$ cat src/rtl/ibex_multdiv_sched.sv
// Round-robin sequencer for the shared RV32M mul/div datapath: grants one requester,
// latches its operands, drives the ex-block handshake and returns the tagged result.
module ibex_multdiv_sched #(
  parameter int NumReq = 2,
  parameter int TagW   = 4,
  localparam int IdW   = (NumReq > 1) ? $clog2(NumReq) : 1
) (
  input  logic                   clk_i,
  input  logic                   rst_ni,
  input  logic [NumReq-1:0]      req_valid_i,
  output logic [NumReq-1:0]      req_ready_o,
  input  logic [2*NumReq-1:0]    req_op_i,
  input  logic [2*NumReq-1:0]    req_signed_i,
  input  logic [32*NumReq-1:0]   req_opa_i,
  input  logic [32*NumReq-1:0]   req_opb_i,
  input  logic [TagW*NumReq-1:0] req_tag_i,
  input  logic                   flush_i,
  output logic                   mult_en_o,
  output logic                   div_en_o,
  output logic                   mult_sel_o,
  output logic                   div_sel_o,
  output logic [1:0]             md_op_o,
  output logic [1:0]             md_signed_o,
  output logic [31:0]            md_opa_o,
  output logic [31:0]            md_opb_o,
  output logic                   md_ready_id_o,
  input  logic                   imd_val_we_i,
  input  logic [33:0]            imd_val_d_i,
  output logic [33:0]            imd_val_q_o,
  input  logic                   ex_valid_i,
  input  logic [31:0]            result_ex_i,
  output logic                   rsp_valid_o,
  input  logic                   rsp_ready_i,
  output logic [31:0]            rsp_result_o,
  output logic [IdW-1:0]         rsp_id_o,
  output logic [TagW-1:0]        rsp_tag_o,
  output logic [7:0]             last_lat_o
);

  typedef enum logic [1:0] {IDLE, BUSY, RESP, DRAIN} state_e;

  state_e          state_q, state_d;
  logic [IdW-1:0]  rr_ptr_q, rr_ptr_d;
  logic [IdW-1:0]  id_q, id_d;
  logic [1:0]      op_q, op_d;
  logic [1:0]      signed_q, signed_d;
  logic [31:0]     opa_q, opa_d;
  logic [31:0]     opb_q, opb_d;
  logic [TagW-1:0] tag_q, tag_d;
  logic [33:0]     imd_val_q, imd_val_d;
  logic [31:0]     result_q, result_d;
  logic [7:0]      lat_cnt_q, lat_cnt_d;
  logic [7:0]      last_lat_q, last_lat_d;
  logic [7:0]      lat_inc;

  logic            gnt_found;
  logic            gnt_vld;
  logic [IdW-1:0]  gnt_id;
  logic [1:0]      gnt_op;
  logic [1:0]      gnt_signed;
  logic [31:0]     gnt_opa;
  logic [31:0]     gnt_opb;
  logic [TagW-1:0] gnt_tag;

  // First pass searches from the pointer upwards, second pass wraps around to index 0.
  always_comb begin
    gnt_found  = 1'b0;
    gnt_id     = '0;
    gnt_op     = '0;
    gnt_signed = '0;
    gnt_opa    = '0;
    gnt_opb    = '0;
    gnt_tag    = '0;
    for (int i = 0; i < NumReq; i++) begin
      if (!gnt_found && req_valid_i[i] && (i >= int'(rr_ptr_q))) begin
        gnt_found = 1'b1;
        gnt_id    = IdW'(i);
      end
    end
    for (int i = 0; i < NumReq; i++) begin
      if (!gnt_found && req_valid_i[i]) begin
        gnt_found = 1'b1;
        gnt_id    = IdW'(i);
      end
    end
    for (int i = 0; i < NumReq; i++) begin
      if (gnt_id == IdW'(i)) begin
        gnt_op     = req_op_i[2*i +: 2];
        gnt_signed = req_signed_i[2*i +: 2];
        gnt_opa    = req_opa_i[32*i +: 32];
        gnt_opb    = req_opb_i[32*i +: 32];
        gnt_tag    = req_tag_i[TagW*i +: TagW];
      end
    end
  end

  // Gated by rst_ni so every output reads zero while reset is held.
  assign gnt_vld = (state_q == IDLE) && !flush_i && rst_ni && gnt_found;

  always_comb begin
    req_ready_o = '0;
    for (int i = 0; i < NumReq; i++) begin
      req_ready_o[i] = gnt_vld && (gnt_id == IdW'(i));
    end
  end

  assign lat_inc = (lat_cnt_q == 8'hFF) ? 8'hFF : lat_cnt_q + 8'd1;

  always_comb begin
    state_d    = state_q;
    rr_ptr_d   = rr_ptr_q;
    id_d       = id_q;
    op_d       = op_q;
    signed_d   = signed_q;
    opa_d      = opa_q;
    opb_d      = opb_q;
    tag_d      = tag_q;
    imd_val_d  = imd_val_q;
    result_d   = result_q;
    lat_cnt_d  = lat_cnt_q;
    last_lat_d = last_lat_q;
    unique case (state_q)
      IDLE: begin
        if (gnt_vld) begin
          id_d      = gnt_id;
          op_d      = gnt_op;
          signed_d  = gnt_signed;
          opa_d     = gnt_opa;
          opb_d     = gnt_opb;
          tag_d     = gnt_tag;
          rr_ptr_d  = (gnt_id == IdW'(NumReq - 1)) ? '0 : gnt_id + 1'b1;
          lat_cnt_d = '0;
          state_d   = BUSY;
        end
      end
      BUSY: begin
        lat_cnt_d = lat_inc;
        if (imd_val_we_i) imd_val_d = imd_val_d_i;
        if (flush_i) begin
          state_d = DRAIN;
        end else if (ex_valid_i) begin
          result_d   = result_ex_i;
          last_lat_d = lat_inc;
          state_d    = RESP;
        end
      end
      RESP: begin
        if (flush_i) state_d = DRAIN;
        else if (rsp_ready_i) state_d = IDLE;
      end
      DRAIN:   state_d = IDLE;
      default: state_d = IDLE;
    endcase
  end

  always_ff @(posedge clk_i or negedge rst_ni) begin
    if (!rst_ni) begin
      state_q    <= IDLE;
      rr_ptr_q   <= '0;
      id_q       <= '0;
      op_q       <= '0;
      signed_q   <= '0;
      opa_q      <= '0;
      opb_q      <= '0;
      tag_q      <= '0;
      imd_val_q  <= '0;
      result_q   <= '0;
      lat_cnt_q  <= '0;
      last_lat_q <= '0;
    end else begin
      state_q    <= state_d;
      rr_ptr_q   <= rr_ptr_d;
      id_q       <= id_d;
      op_q       <= op_d;
      signed_q   <= signed_d;
      opa_q      <= opa_d;
      opb_q      <= opb_d;
      tag_q      <= tag_d;
      imd_val_q  <= imd_val_d;
      result_q   <= result_d;
      lat_cnt_q  <= lat_cnt_d;
      last_lat_q <= last_lat_d;
    end
  end

  assign mult_en_o     = (state_q == BUSY) && !op_q[1];
  assign div_en_o      = (state_q == BUSY) && op_q[1];
  assign mult_sel_o    = mult_en_o;
  assign div_sel_o     = div_en_o;
  assign md_ready_id_o = (state_q == BUSY);
  assign md_op_o       = op_q;
  assign md_signed_o   = signed_q;
  assign md_opa_o      = opa_q;
  assign md_opb_o      = opb_q;
  assign imd_val_q_o   = imd_val_q;
  assign rsp_valid_o   = (state_q == RESP);
  assign rsp_result_o  = result_q;
  assign rsp_id_o      = id_q;
  assign rsp_tag_o     = tag_q;
  assign last_lat_o    = last_lat_q;

endmodule

$ cat config.mk
export PLATFORM = sky130hd
export DESIGN_NAME = ibex_multdiv_sched
export DESIGN_NICKNAME = d
export VERILOG_FILES = /design/src/rtl/ibex_multdiv_sched.sv
export SDC_FILE = /design/constraint.sdc
export NUM_CORES = 1
export LEC_CHECK = 0
export ABC_AREA = 1
export CAP_MARGIN = 10
export CORE_MARGIN = 1
export CORE_UTILIZATION = 35
export CTS_CLUSTER_DIAMETER = 200
export DETAILED_ROUTE_END_ITERATION = 6
export PLACE_DENSITY = 0.78
export SYNTH_ARGS = -nofsm -noshare
export SYNTH_HDL_FRONTEND = slang
export SYNTH_SLANG_ARGS = --single-unit
$ cat constraint.sdc
create_clock -name clk_i -period 1.5 [get_ports clk_i]
set_input_delay 0.225 -clock clk_i [delete_from_list [all_inputs] [get_ports clk_i]]
set_output_delay 0.225 -clock clk_i [all_outputs]
set_load 0.02 [all_outputs]
==> results of run 1 <==
cell usage after synthesis:
master / count / area (sq um)
a21oi_1: 2 / 10.01
inv_1: 15 / 56.30
nor2_1: 13 / 48.80
nor2_2: 2 / 12.51
or2_2: 1 / 6.260
a31oi_1: 3 / 18.77
nand2_1: 582 / 2185
clkbuf_1: 13 / 48.80
ha_1: 1 / 12.51
buf_4: 15 / 112.6
o21ai_1: 1 / 5.000
buf_2: 30 / 150.1
nor2_8: 1 / 20.02
nand2_4: 1 / 11.26
nand2_2: 4 / 25.02
nand3_1: 117 / 585.6
buf_6: 2 / 22.52
nand3_2: 1 / 10.01
o21ai_0: 9 / 45.04
dfrtp_1: 158 / 3954
inv_2: 3 / 11.26
what timing repair did:
item / 4_1_cts / 5_1_grt
endpoints found under the hold margin: 30 / 0
hold buffers: 1 / 0
cloned: 1 / 12
pin swaps: 1 / 9
buffers inserted: 1 / 6
gates resized for setup: 196 / 64
setup endpoints to repair: 196 / 110
power breakdown:
part	leakage [nW]	internal, mW	switching [mW]
Sequential	1.99	6.19	1.12
Combinational	4.40	4.47	6.43
Clock	0.269	2.49	1.73
per-layer routing:
| metal | part of all wire [%] | up-vias | GRT usage, % |
|---|---|---|---|
| li1 | - | 3810 | - |
| met1 | 39 | 3639 | 25.21 |
| met2 | 52 | 314 | 40.64 |
| met3 | 7.3 | 37 | 6.739 |
| met4 | 1.8 | 0 | 6.856 |
| met5 | 0 | - | 0 |
sequential cells by signal, summed over array words and instances (netlist names):
name          cells
imd_val_q_o      34
last_lat_o        8
lat_cnt_q         8
md_op_o           2
md_opa_o         32
md_opb_o         32
md_signed_o       2
rr_ptr_q          1
rsp_id_o          1
rsp_result_o     32
rsp_tag_o         4
state_q           2
stage by stage:
stage	TNS (ns)	cells
3_5_place_dp	-34.02	1598
4_1_cts	-0.9556	1632
3_3_place_gp	-28.53	1598
5_1_grt	-4.963	1649
2_1_floorplan	0	974
6_report	-0.6960	1649
layout by cell type, fill, tap and decap left out, types with 2 or more instances in the layout:
cell	instances
clkinv_2	3
buf_4	32
nand2_4	4
buf_6	18
a31oi_1	3
clkbuf_16	24
nand2_2	30
nor2_1	8
o21ai_1	2
clkinvlp_4	3
clkbuf_1	3
nor2_2	3
buf_12	8
nand2_1	552
dlygate4sd2_1	147
nand3_1	117
nor2_4	4
clkdlybuf4s50_1	215
buf_16	4
a21oi_1	2
inv_1	12
inv_2	4
bufinv_16	2
o21ai_0	8
dfrtp_1	158
critical path, cell delays in order, from the launching register on:
cell and delay [ns]:
dfrtp_1 0.41, nor2_2 0.17, nand3_2 0.13, inv_2 0.08, nand2_2 0.06, inv_2 0.05, buf_6 0.11
logic make-up (layout without fill, tap and decap cells):
| group | Yosys count | after routing | share of synthesized area [%] |
|---|---|---|---|
| compound gates | 15 | 15 | 1.072 |
| fa+ha+maj | 1 | 1 | 0.1702 |
| buf+inv | 78 | 483 | 5.464 |
| flops | 158 | 158 | 53.79 |
| simple gates | 722 | 722 | 39.51 |
final cells by class:
type	instances	area (sq um)
Clock buffer	21	450.4
Clock inverter	10	115.1
Fill cell	1801	8005
Inverter	18	77.57
Multi-Input combinational cell	738	3132
Sequential cell	158	3954
Tap cell	270	337.8
Timing Repair Buffer	434	4358
worst max path at each step:
| stage | from | end | slack (ns) | cells past startpoint |
|---|---|---|---|---|
| detailed placement | req_valid_i[0] | req_ready_o[0] | -0.58 | 8 |
| global route | state_q[1]$_DFFE_PN0P_ | req_ready_o[1] | -0.25 | 4 |
| finish | state_q[1]$_DFFE_PN0P_ | req_ready_o[0] | -0.16 | 6 |
| CTS | state_q[1]$_DFFE_PN0P_ | req_ready_o[0] | -0.20 | 6 |
| global placement | req_valid_i[0] | req_ready_o[0] | -0.55 | 8 |
| floorplan | state_q[0]$_DFFE_PN0P_ | req_ready_o[1] | 0.10 | 4 |
==> results_dict.tcl, run 1 <==
set metrics [dict create \
    grt_pass1_vias 7555 \
    root_buffer "clkbuf_16" \
    ant_nets 0 \
    postPlaceCellArea_sq_mm 0.01150 \
    wire_per_inst_um 15.62 \
    core_area_sq_mm 0.02043 \
    crit_type "reg2out" \
    initial_core_util_pct 35.98 \
    whs_endpoint "rr_ptr_q$_DFFE_PN0P_" \
    final_util_pct 60.82 \
    maxCapViolCount 0 \
    synth_cells 974 \
    finalHoldViolCount 0 \
    finalPower_mw 22.43 \
    rr_endpoint "rsp_result_o[11]$_DFFE_PN0P_" \
    grt_overflow_total 0 \
    worst-r2r-cell-count 9 \
    skew_ns 0.008465 \
    num_rows 52 \
    fin_ws_ns -0.1557 \
    whs_ns 0.2757 \
    ios 373 \
    start_kind "register" \
    violations "negative setup slack" \
    cp.arrival_ns 1.43 \
    die_area_sq_mm 0.02159 \
    area_growth_pct 69.02 \
    clock_sinks 158 \
    p_leak_nw 6.660 \
    min_from "rst_ni" \
    critical_path.reg2reg.startpoint "state_q[1]$_DFFE_PN0P_" \
    grt_antenna_before_repair 0 \
    synth.avg_cell_area_sq_um 7.547 \
    grt_usage_pct 22.43 \
    ir_drop_uv 718.7 \
    die_height_um 146.9 \
    finalSetupViolCount 15 \
    path_clk_slew_ns 0.06 \
    clock_path_buffers 2 \
    finalMaxSlewViolations 0 \
    post-route-period-util_pct 110.4 \
    viasPerCell 4.730 \
    diodes 0 \
    cts_tree "done" \
    clk_latency_ns 0.42 \
    syn_nets 1193 \
    drt_wl_total_mm 25.76 \
    cp.required_ns 1.27 \
    drive_above_1_share_pct 10.88 \
    fin_area_sq_mm 0.01242 \
    max_freq_mhz 604.0 \
    ys_types 21 \
    vias 7800 \
    gp_congestion 0.8148 \
    grt_max_degree 127 \
    worst_slew_pin_slew_ns 0.7094 \
    ys_ff_latch 158 \
    dieWidth_um 146.9 \
    relSlewSlack_pct 52.71 \
    port_buffers 372 \
    final_nets 1586 \
    end_kind "output pin" \
    fin_crit_ns 1.656 \
    rsz0062_at_grt "true" \
    htreeDepth 4 \
    synth_warnings 0 \
    status "finished with violations" \
    synth-seq-area-share_pct 53.79 \
    hpwl_mm 16.93 \
    grt_pass1_wl_mm 38.24 \
    r2r_slack_ns -0.03 \
    min_path_cells 5 \
    p_per_area_mw_per_mm2 1805 \
    synthesis.area_sq_mm 0.007351 \
    crit_path_max_fanout 3 \
    dp_slack_ns -0.5815 \
    drc 0 \
    cts_made_buffers 17 \
    drt-pass1-iter-count 5 \
    min_path_type "in2reg" \
    drt_iter0_drc 265 \
]
Power figures use the tool's default switching activity.
==> run 2, diff against run 1 <==
--- a/config.mk
+++ b/config.mk
@@ -6,7 +6,7 @@
 export NUM_CORES = 1
 export LEC_CHECK = 0
 export ABC_AREA = 1
-export CAP_MARGIN = 10
+export CAP_MARGIN = 20
 export CORE_MARGIN = 1
 export CORE_UTILIZATION = 35
 export CTS_CLUSTER_DIAMETER = 200
==> results of run 2 <==
No change in the layout: final DEF, timing and power equal those of run 1.
